`src/rtl/cpu_pkg.sv`:
```
// cpu_pkg: shared widths, register/word types and the issue record
package cpu_pkg;
  localparam int NREGS = 16;
  localparam int AWIDTH = 4;
  localparam int DWIDTH = 16;
  typedef logic [AWIDTH-1:0] reg_addr_t;
  typedef logic [DWIDTH-1:0] word_t;
  typedef struct packed {
    reg_addr_t rd;
    logic rd_wr;
    word_t op1;
    word_t op2;
  } issue_t;
endpackage

```
`src/rtl/scoreboard.sv`:
```
// scoreboard: per-register busy bits, cleared by writeback and set by issue
// Ports: clk, reset (async active-low), clr (writeback one-hot), set (issue one-hot), busy (state).
module scoreboard
  import cpu_pkg::*;
(
  input  logic             clk,
  input  logic             reset,
  input  logic [NREGS-1:0] clr,
  input  logic [NREGS-1:0] set,
  output logic [NREGS-1:0] busy
);
  logic [NREGS-1:0] busy_q, busy_d;
  // set is applied after clr so a new issue to rd survives the old writeback of rd
  assign busy_d = (busy_q & ~clr) | set;
  assign busy = busy_q;
  always_ff @(posedge clk or negedge reset)
    if (!reset) busy_q <= '0;
    else busy_q <= busy_d;
endmodule

```
`src/rtl/operand_fetch.sv`:
```
// operand_fetch: issue stage reading the regfile, bypassing writeback and blocking hazards
// Ports: clk, reset (async active-low); in_* decoded instruction (valid/ready);
// readAddr*/readData* regfile read ports; wb_* writeback observe; out_* one-entry
// output register (valid/ready); busy scoreboard; stall_count saturating stall counter.
module operand_fetch
  import cpu_pkg::*;
(
  input  logic              clk,
  input  logic              reset,
  input  logic              in_valid,
  output logic              in_ready,
  input  logic [AWIDTH-1:0] in_rs1,
  input  logic [AWIDTH-1:0] in_rs2,
  input  logic [AWIDTH-1:0] in_rd,
  input  logic              in_rd_wr,
  output logic [AWIDTH-1:0] readAddr1,
  output logic [AWIDTH-1:0] readAddr2,
  input  logic [DWIDTH-1:0] readData1,
  input  logic [DWIDTH-1:0] readData2,
  input  logic              wb_valid,
  input  logic [AWIDTH-1:0] wb_addr,
  input  logic [DWIDTH-1:0] wb_data,
  output logic              out_valid,
  input  logic              out_ready,
  output logic [DWIDTH-1:0] out_op1,
  output logic [DWIDTH-1:0] out_op2,
  output logic [AWIDTH-1:0] out_rd,
  output logic              out_rd_wr,
  output logic [NREGS-1:0]  busy,
  output logic [15:0]       stall_count
);
  logic [NREGS-1:0] clr, set;
  logic hazard, fire;
  issue_t out_q, out_d;
  logic out_valid_q;
  logic [15:0] stall_q;
  assign readAddr1 = in_rs1;
  assign readAddr2 = in_rs2;
  // a register written back this cycle already counts as free; regfile commits only at the edge,
  // so its value is taken from wb_data instead of readData
  always_comb begin
    clr = wb_valid ? NREGS'(1) << wb_addr : '0;
    hazard = (busy[in_rs1] & ~clr[in_rs1]) | (busy[in_rs2] & ~clr[in_rs2]) |
             (in_rd_wr & busy[in_rd] & ~clr[in_rd]);
    in_ready = (~out_valid_q | out_ready) & ~hazard;
    fire = in_valid & in_ready;
    set = (fire & in_rd_wr) ? NREGS'(1) << in_rd : '0;
    out_d.rd = in_rd;
    out_d.rd_wr = in_rd_wr;
    out_d.op1 = (wb_valid && wb_addr == in_rs1) ? wb_data : readData1;
    out_d.op2 = (wb_valid && wb_addr == in_rs2) ? wb_data : readData2;
  end
  scoreboard u_sb (
    .clk  (clk),
    .reset(reset),
    .clr  (clr),
    .set  (set),
    .busy (busy)
  );
  always_ff @(posedge clk or negedge reset)
    if (!reset) begin
      out_valid_q <= 1'b0;
      out_q <= '0;
      stall_q <= '0;
    end else begin
      if (fire) begin
        out_valid_q <= 1'b1;
        out_q <= out_d;
      end else if (out_ready) out_valid_q <= 1'b0;
      if (in_valid && !in_ready && !(&stall_q)) stall_q <= stall_q + 16'd1;
    end
  assign out_valid = out_valid_q;
  assign out_op1 = out_q.op1;
  assign out_op2 = out_q.op2;
  assign out_rd = out_q.rd;
  assign out_rd_wr = out_q.rd_wr;
  assign stall_count = stall_q;
endmodule

```
`config.mk`:
```
export PLATFORM = sky130hd
export DESIGN_NAME = operand_fetch
export DESIGN_NICKNAME = d
export VERILOG_FILES = /design/src/rtl/cpu_pkg.sv /design/src/rtl/scoreboard.sv /design/src/rtl/operand_fetch.sv
export SDC_FILE = /design/constraint.sdc
export NUM_CORES = 1
export LEC_CHECK = 0
export BUFFER_PORTS_ARGS = -buffer_cell sky130_fd_sc_hd__buf_4
export CORE_ASPECT_RATIO = 1.25
export CORE_MARGIN = 1
export CORE_UTILIZATION = 40
export DETAILED_ROUTE_END_ITERATION = 8
export PLACE_DENSITY = 0.65
export SYNTH_ARGS = -nofsm -noshare
export SYNTH_HDL_FRONTEND = slang
export SYNTH_SLANG_ARGS = --single-unit
```
`constraint.sdc`:
```
create_clock -name clk -period 8.3 [get_ports clk]
set_input_delay 1.66 -clock clk [delete_from_list [all_inputs] [get_ports clk]]
set_output_delay 1.66 -clock clk [all_outputs]
set_load 0.03 [all_outputs]
```
# Yosys cells after proc, flatten, opt, wreduce, memory -nomap -nowiden
# Cells that the tools add are included.
# totals
register_bits	70
inputBits	70
wordCells	59
# classes
addsub	1
order_cmp	3
eq_ne	2
n_shift	2
muxes	18
bitwise_logic	18
n_reduce_logical	8
# op_table
op	n
$mux W16	4
$shl A1 B4 Y16 const A	2
$bmux W1 S4	6
$add A16 B1 Y16 const B	1
$and A16 B16 Y16	1
$not A16 Y16	1
$or A16 B16 Y16	1
$reduce_and A16 Y1	1
$lt A4 B5 Y1 const B	3
$eq A4 B4 Y1	2
$mux W1	8
$and A1 B1 Y1	7
$not A1 Y1	5
$logic_and A1 B1 Y1	4
$or A1 B1 Y1	3
$logic_not A1 Y1	2
$reduce_bool A2 Y1	1

# Logic depth before layout (Yosys ltp)
# Gate-level depths: netlist of the first run.
# logic_depth
ltp_word	14
depth_mapped	10

# Modules after synthesis
# Synthesis of the first run repeated with hierarchy kept, for this count alone.
# unflattened
hier_cells	416
hier_area_um2	4048.9
# modules_own_cells
module	n_inst	cells_each	area_per_inst_um2	seq_area_each_um2
operand_fetch	1	368	3468.3	1351.3
scoreboard	1	48	580.6	400.4

# Worst setup path before layout of the first run
# OpenSTA, ideal clock, no wires.
# synth_path
path_type	input -> output
startpoint	in in_rs2[1]
endpoint	out in_ready
arrival_time_ns	3.814
t_required_ns	6.640
path_slack_ns	2.826
cell_stages	9
cell_sequence	buf_2 -> mux4_2 -> mux2_2 -> o211ai_1 -> o21a_1 -> or3b_2 -> clkbuf_1 -> clkbuf_1 -> inv_1
# synth_via
elab_chain_len	8
word_cells_on_any_way	10
cone_classes	4 x mux; 6 x bitwise
# synth_rtl
item	line_no	source
start, declared	operand_fetch.sv:13	input logic [AWIDTH-1:0] in_rs2,
$bmux W1 S4	operand_fetch.sv:43	hazard = (busy[in_rs1] & ~clr[in_rs1]) | (busy[in_rs2] & ~clr[in_rs2]) |
$mux W1 (not written as such)	operand_fetch.sv:43	
$not A1 Y1	operand_fetch.sv:43	
$and A1 B1 Y1 *	operand_fetch.sv:43	
$or A1 B1 Y1 * (2 in series)	operand_fetch.sv:43	
$not A1 Y1 *	operand_fetch.sv:45	in_ready = (~out_valid_q | out_ready) & ~hazard;
$and A1 B1 Y1 *	operand_fetch.sv:45	
end, declared	operand_fetch.sv:11	output logic in_ready,
# Every way passes the cells marked *; elsewhere a longest branch is shown, timed or not. The select of a mux whose other input is x is not followed.

# Worst setup path after layout of the first run
# layout_path
startpoint	in wb_addr[2]
endpoint	out in_ready
# layout_via
elab_chain_len	10
word_cells_on_any_way	18
cone_classes	1 x shift; 7 x mux; 10 x bitwise
# layout_rtl
item	line_no	source
start, declared	operand_fetch.sv:21	input logic [AWIDTH-1:0] wb_addr,
$shl A1 B4 Y16 *	operand_fetch.sv:42	clr = wb_valid ? NREGS'(1) << wb_addr : '0;
$mux W16 *	operand_fetch.sv:42	
$bmux W1 S4	operand_fetch.sv:43	
$mux W1 (not written as such)	operand_fetch.sv:43	
$not A1 Y1	operand_fetch.sv:43	
$and A1 B1 Y1	operand_fetch.sv:43	
$or A1 B1 Y1	operand_fetch.sv:43	
$or A1 B1 Y1 *	operand_fetch.sv:43	
$not A1 Y1 *	operand_fetch.sv:45	
$and A1 B1 Y1 *	operand_fetch.sv:45	
# Marks and branches as above.

==> out/results.ini, run 1 <==
[clock_network]
clock_insertion_delay_worst_skew_ns=0.33
cts_post_setup_buffers_inserted=0
cts_buffers=9
clkTransAtPathRegs_ns=0.05
post_cts_resized=0
ctsHtreeMaxLevel=3
clk_root_buffer_cell=sky130_fd_sc_hd__clkbuf_16
cts_buffer_depth=2
cts_tree=built
sink_count_of_the_clock_tree=70
holdBufCountCts=0

[logic_synthesis]
synth_top_area_cell=sky130_fd_sc_hd__dfrtp_1
ys.flop_type=sky130_fd_sc_hd__dfrtp_1
syn-cell-area_um2=3890
post_synth_num_cell_types=50
synth.net_count=455
synth-edff-count=0
post_synthesis_cell_count=384
post_synth_main_area_contributors=sky130_fd_sc_hd__dfrtp_1, sky130_fd_sc_hd__mux2i_1, sky130_fd_sc_hd__o21ai_0
synth_seq_area_share=0.450
synth.ff_latch_count=70
synth.yosys.warnings=0
synth_top_area_share=0.450
async_reset_ff_frac=1.00
avgSynthCellArea_um2=10.1

[setup_path]
required_ns=6.64
setup.worst_path.start_class=input pin
crit_type=input pin to output port
slowest_stage=sky130_fd_sc_hd__or3b_2
worst_setup_path_end_kind=output port
critical_path.max_fanout=16
arrival_ns=3.87
timing.critical_path.cells=buf_4 -> nor4bb_1 -> a2111oi_0 -> a311oi_1 -> o211ai_1 -> or3b_2 -> inv_1 -> buf_4
crit_family=simple AND/OR/NAND/NOR gates
timing.critical_path.mode_cell=sky130_fd_sc_hd__buf_4
buffers_inverters_on_critical_path=3
critical-path-max-stage-delay_ns=0.64

[sta]
grt_setup_unrepaired=false
max_clk_rate_mhz=181
fin_ws_ns=2.77
post-route-period-util=0.666
final_hold_viol_count=0
finalSetupViolCount=0
max_slew.worst_pin.slew_ns=1.08
maxSlewViolCount=0
setup-tns-final_ns=0
worst_relative_slew_slack=0.279
layout_min_cycle_time_ns=5.53
clock-skew-final_ns=0.00627

[floorplanning]
coreArea_um2=9320
chipWidth_um=90.2
ios=149
die-area_um2=10100
placementRows=39
die_height_um=112
initial_core_util=0.418

[detailed_routing]
detail_route.wirelength_um=10700
drcViolationCount=0
iteration_0_drc_markers=168
ant_nets=0
vias=3435
detail_route.wl_per_cell_um=16.7
vias_per_cell=5.38
detail_route.first_pass.iterations=5

[place]
gp_congestion=0.921
dpl_worst_slack_ns=2.83
hpwl_um=7920
portBuffers=148
numPlacedInstances=624
placedInstanceArea_um2=5010

[pwr]
power.ir.vdd_worst_uv=191
design_power_total_uw=1440
p_leak_uw=0.00240
power.density_nw_per_um2=273

[finish]
multi_input_comb_area_um2=1960
finalNetCount=583
drive_above_1_share=0.359
layout_area_overhead_pct=35.3
layout.cells.non_filler=639
fin_area_um2=5270
antenna_cells=0
seq_area_um2=1750
layout.filler_cells=830

[grt]
antenna_violations_before_repair=0
grt.total_usage=0.217
overflow=0
grt_start_max_net_pins=76
grt_pass1_vias=3341
grt_first_pass_wirelength_um=17400

[job]
cap_viol_max_count=0

[hold_path]
min-delay-path-class=flop to flop

[outcome]
result_of_the_run=finished clean

[per-layer routing]
layer  share of wire  track usage  up-vias
met2            0.48        0.350      146
li1                -            -     1632
met4           0.022        0.106        0
met3           0.060       0.0332       17
met5               0            0        -
met1            0.44        0.286     1640
[worst paths after layout]
check	from	endpoint	slack [ns]	cells past startpoint
max	wb_addr[2]	in_ready	2.77	8
min	out_op1[3]	out_op1[3]	0.48	2
max reg2reg	u_sb.busy[3]	u_sb.busy[1]	5.28	7
min reg2reg	out_op1[3]	out_op1[3]	0.48	2
max in group asynchronous	reset	u_sb.busy[4]	6.27	1
min in group asynchronous	reset	out_op1[13]	1.45	1
[stage by stage]
step | hold WS (ns) | utilization
final | 0.479 | 0.565
after global routing | 0.506 | 0.565
after CTS | 0.486 | 0.565
after detailed placement | 0.473 | 0.538
after global placement | 0.467 | 0.538
after floorplan | 0.657 | -
[placed cells by master (no fill, tap or decap), drive strengths merged, types with 2 or more instances in the layout]
cell      count
a22oi         2
o21a          2
or2           2
nor4          2
xnor2        20
or3b          4
inv           8
mux4          6
clkinvlp      2
clkinv        2
nand4b        2
clkbuf       11
or3           3
nand4        13
nor2          5
nand3b        2
nor2b         5
nand3         8
mux2         12
a2111oi       2
nand2        49
o21ai        60
and3          9
dfrtp        70
nand2b        5
buf         149
o211ai        5
mux2i        38
xor2          4
[where the power goes]
part	internal, uW	switching (uW)
Clock	199	132
Combinational	231	364
Sequential	439	74.9
Total	869	571
[logic make-up (layout without fill, tap and decap cells)]
kind of cell | after synthesis | in the layout | share of synthesized area
DFF | 70 | 70 | 0.450
muxes | 56 | 56 | 0.167
and+or+nand+nor | 112 | 112 | 0.154
AOI/OAI and AO/OA | 81 | 81 | 0.121
adders and majority gates | 1 | 1 | 0.00321
xor gates and xnor gates | 24 | 24 | 0.0540
buffers and inverters | 40 | 172 | 0.0508
[cell usage after synthesis, drive strengths merged, types with 3 or more instances]
cell and count:
or3b 4, dfrtp 70, nor2 5, o21ai 60
xor2 4, nor2b 5, xnor2 20, mux4 6
or3 3, nand2b 5, and3 9, nand4 13
clkbuf 14, mux2 12, inv 8, nand3 8
nand2 49, o211ai 5, buf 18, mux2i 38
[sequential cells by signal, indices dropped and copies added (netlist names)]
register,cells
u_sb.busy,16
out_op2,16
stall_count,16
out_valid,1
out_op1,16
out_rd_wr,1
out_rd,4
[worst min-delay path, stage by stage, from the launching register on]
cell	delay [ns]
sky130_fd_sc_hd__dfrtp_1	0.34
sky130_fd_sc_hd__nand2_1	0.05
sky130_fd_sc_hd__o21ai_0	0.06
[area by class of cell]
class                   count  share of cell area
multi-input cells         274               0.371
inverters                   8             0.00570
clock buffers              11              0.0442
flip-flops and latches     70               0.333
well taps                 123              0.0292
clock inverters             4             0.00475
repair buffers            149               0.212
(Power assumes the default switching activity.)
==> inputs of run 2 (changes only) <==
--- a/config.mk
+++ b/config.mk
@@ -10,7 +10,7 @@
 export CORE_MARGIN = 1
 export CORE_UTILIZATION = 40
 export DETAILED_ROUTE_END_ITERATION = 8
-export PLACE_DENSITY = 0.65
+export PLACE_DENSITY = 0.68
 export SYNTH_ARGS = -nofsm -noshare
 export SYNTH_HDL_FRONTEND = slang
 export SYNTH_SLANG_ARGS = --single-unit
==> constraint.sdc (replaced) <==
create_clock -name clk -period 4.6 [get_ports clk]
set_input_delay 0.92 -clock clk [delete_from_list [all_inputs] [get_ports clk]]
set_output_delay 0.92 -clock clk [all_outputs]
set_load 0.03 [all_outputs]
==> out/results.ini, run 2 (same netlist as run 1, synthesis figures left out) <==
[sta]
worst_relative_slew_slack=0.257  ; -0.0214
grt_setup_unrepaired=false
finalSetupViolCount=0  ; unchanged
fin_ws_ns=0.690  ; -2.08 ns
max_slew.worst_pin.slew_ns=1.11  ; +0.0321 ns
maxSlewViolCount=0  ; unchanged
setup-tns-final_ns=0  ; unchanged
layout_min_cycle_time_ns=3.91
max_clk_rate_mhz=256
post-route-period-util=0.850
clock-skew-final_ns=0.00647  ; +0.000196 ns
final_hold_viol_count=0  ; unchanged

[finish]
final_cell_mix=sky130_fd_sc_hd__buf_4, sky130_fd_sc_hd__dfrtp_1, sky130_fd_sc_hd__nand2_1, sky130_fd_sc_hd__o21ai_0, sky130_fd_sc_hd__mux2i_1
layout.filler_cells=827  ; -0.36%
finalNetCount=583  ; unchanged
antenna_cells=0  ; unchanged
multi_input_comb_area_um2=1960  ; unchanged
layout_commonest_cell=sky130_fd_sc_hd__buf_4
layout_area_overhead_pct=37.1
drive_above_1_share=0.364  ; +0.00511
seq_area_um2=1750  ; unchanged

[clock_network]
clk_root_buffer_cell=sky130_fd_sc_hd__clkbuf_16
post_cts_resized=0  ; unchanged
clkTransAtPathRegs_ns=0.05  ; about the same
cts_tree=built
clock_insertion_delay_worst_skew_ns=0.33  ; about the same
sink_count_of_the_clock_tree=70  ; unchanged
holdBufCountCts=0  ; unchanged
cts_post_setup_buffers_inserted=0  ; unchanged
cts_buffers=9  ; unchanged
cts_buffer_depth=2  ; unchanged
ctsHtreeMaxLevel=3  ; unchanged

[place]
dpl_worst_slack_ns=0.696  ; -2.13 ns
gp_congestion=0.954  ; +3.6%
portBuffers=148  ; unchanged
hpwl_um=8120  ; +2.5%

[grt]
grt_first_pass_wirelength_um=17700  ; +1.5%
grt.total_usage=0.224  ; +0.00724
grt_start_max_net_pins=76  ; unchanged
antenna_violations_before_repair=0  ; unchanged
grt_pass1_vias=3353  ; +0.36%
overflow=0  ; unchanged

[detailed_routing]
detail_route.first_pass.iterations=4  ; -1
drcViolationCount=0  ; unchanged
iteration_0_drc_markers=147  ; -13%
detail_route.wirelength_um=10900  ; +2.4%
vias_per_cell=5.34  ; -0.59%
ant_nets=0  ; unchanged
vias=3420  ; -0.44%
detail_route.wl_per_cell_um=17.1  ; +2.2%

[floorplanning]
ios=149  ; unchanged
coreArea_um2=9320  ; unchanged
placementRows=39  ; unchanged
chipWidth_um=90.2  ; unchanged
die_height_um=112  ; unchanged
initial_core_util=0.418  ; unchanged
die-area_um2=10100  ; unchanged

[setup_path]
crit_type=input pin to output port
timing.critical_path.cells=buf_4 -> mux4_2 -> mux2_2 -> o211ai_1 -> o21a_1 -> or3b_2 -> inv_1 -> buf_4
critical-path-max-stage-delay_ns=0.63  ; about the same
timing.critical_path.mode_cell=sky130_fd_sc_hd__buf_4
arrival_ns=2.99  ; -0.88 ns
ff2ff_path_depth=7  ; unchanged
setup.worst_path.start_class=input pin
critical_path.max_fanout=16  ; unchanged
required_ns=3.68  ; -2.96 ns
worst_setup_path_end_kind=output port
slowest_stage=sky130_fd_sc_hd__or3b_2

[pwr]
power.ir.vdd_worst_uv=260  ; +36%
p_leak_uw=0.00243  ; +1.6%
power.density_nw_per_um2=518  ; +89%

[outcome]
result_of_the_run=finished clean

[hold_path]
timing.hold.worst_path_depth=2  ; unchanged
min-delay-path-class=flop to flop

[job]
cap_viol_max_count=0  ; unchanged

[run 2: through the flow]
stage               utilization  instance area (um2)  instances  power, uW  hold slack [ns]
finish                    0.573                 5340        640       2770            0.481
CTS                       0.573                 5340        640       2790            0.486
detailed placement        0.538                 5010        624       2020            0.473
global placement          0.538                 5010        624       2000            0.465
global route              0.573                 5340        640       2910            0.506
floorplan                     -                 3890        384       1560            0.624
[run 2: where the power goes]
| group | internal, uW | switching, uW |
|---|---|---|
| clock network | 483 | 279 |
| logic | 416 | 656 |
| registers | 791 | 140 |
[run 2: final timing paths]
kind,startpoint,end,slack [ns]
worst max-delay path,in_rs2[1],in_ready,0.69
max in group asynchronous,reset,out_op1[11],3.30
worst min-delay path,out_op2[11],out_op2[11],0.48
min in group asynchronous,reset,out_op1[0],0.70
worst max register to register,u_sb.busy[15],u_sb.busy[2],1.55
worst min register to register,out_op2[11],out_op2[11],0.48
[run 2: per-layer routing]
| layer | vias up | share of wire | routed length [um] | global-route usage |
|---|---|---|---|---|
| li1 | 1634 | - | - | - |
| met1 | 1602 | 0.42 | 4610 | 0.281 |
| met2 | 156 | 0.48 | 5290 | 0.375 |
| met3 | 28 | 0.065 | 713 | 0.0440 |
| met4 | 0 | 0.028 | 302 | 0.103 |
| met5 | - | 0 | 0 | 0 |
[run 2: cell type report]
class	instances	share of cell area
sequential	70	0.328
timing repair buffer	149	0.209
tap	123	0.0288
clock buffer	9	0.0422
inverter	8	0.00562
multi-input combinational	274	0.366
clock inverter	7	0.0197
[run 2: worst max-delay path, delay by kind of cell]
family	cells	cell delay, ns
AO/OA/AOI/OAI	2	0.26
AND/OR/NAND/NOR	1	0.63
multiplexers	2	0.77
buffers and inverters	3	0.40
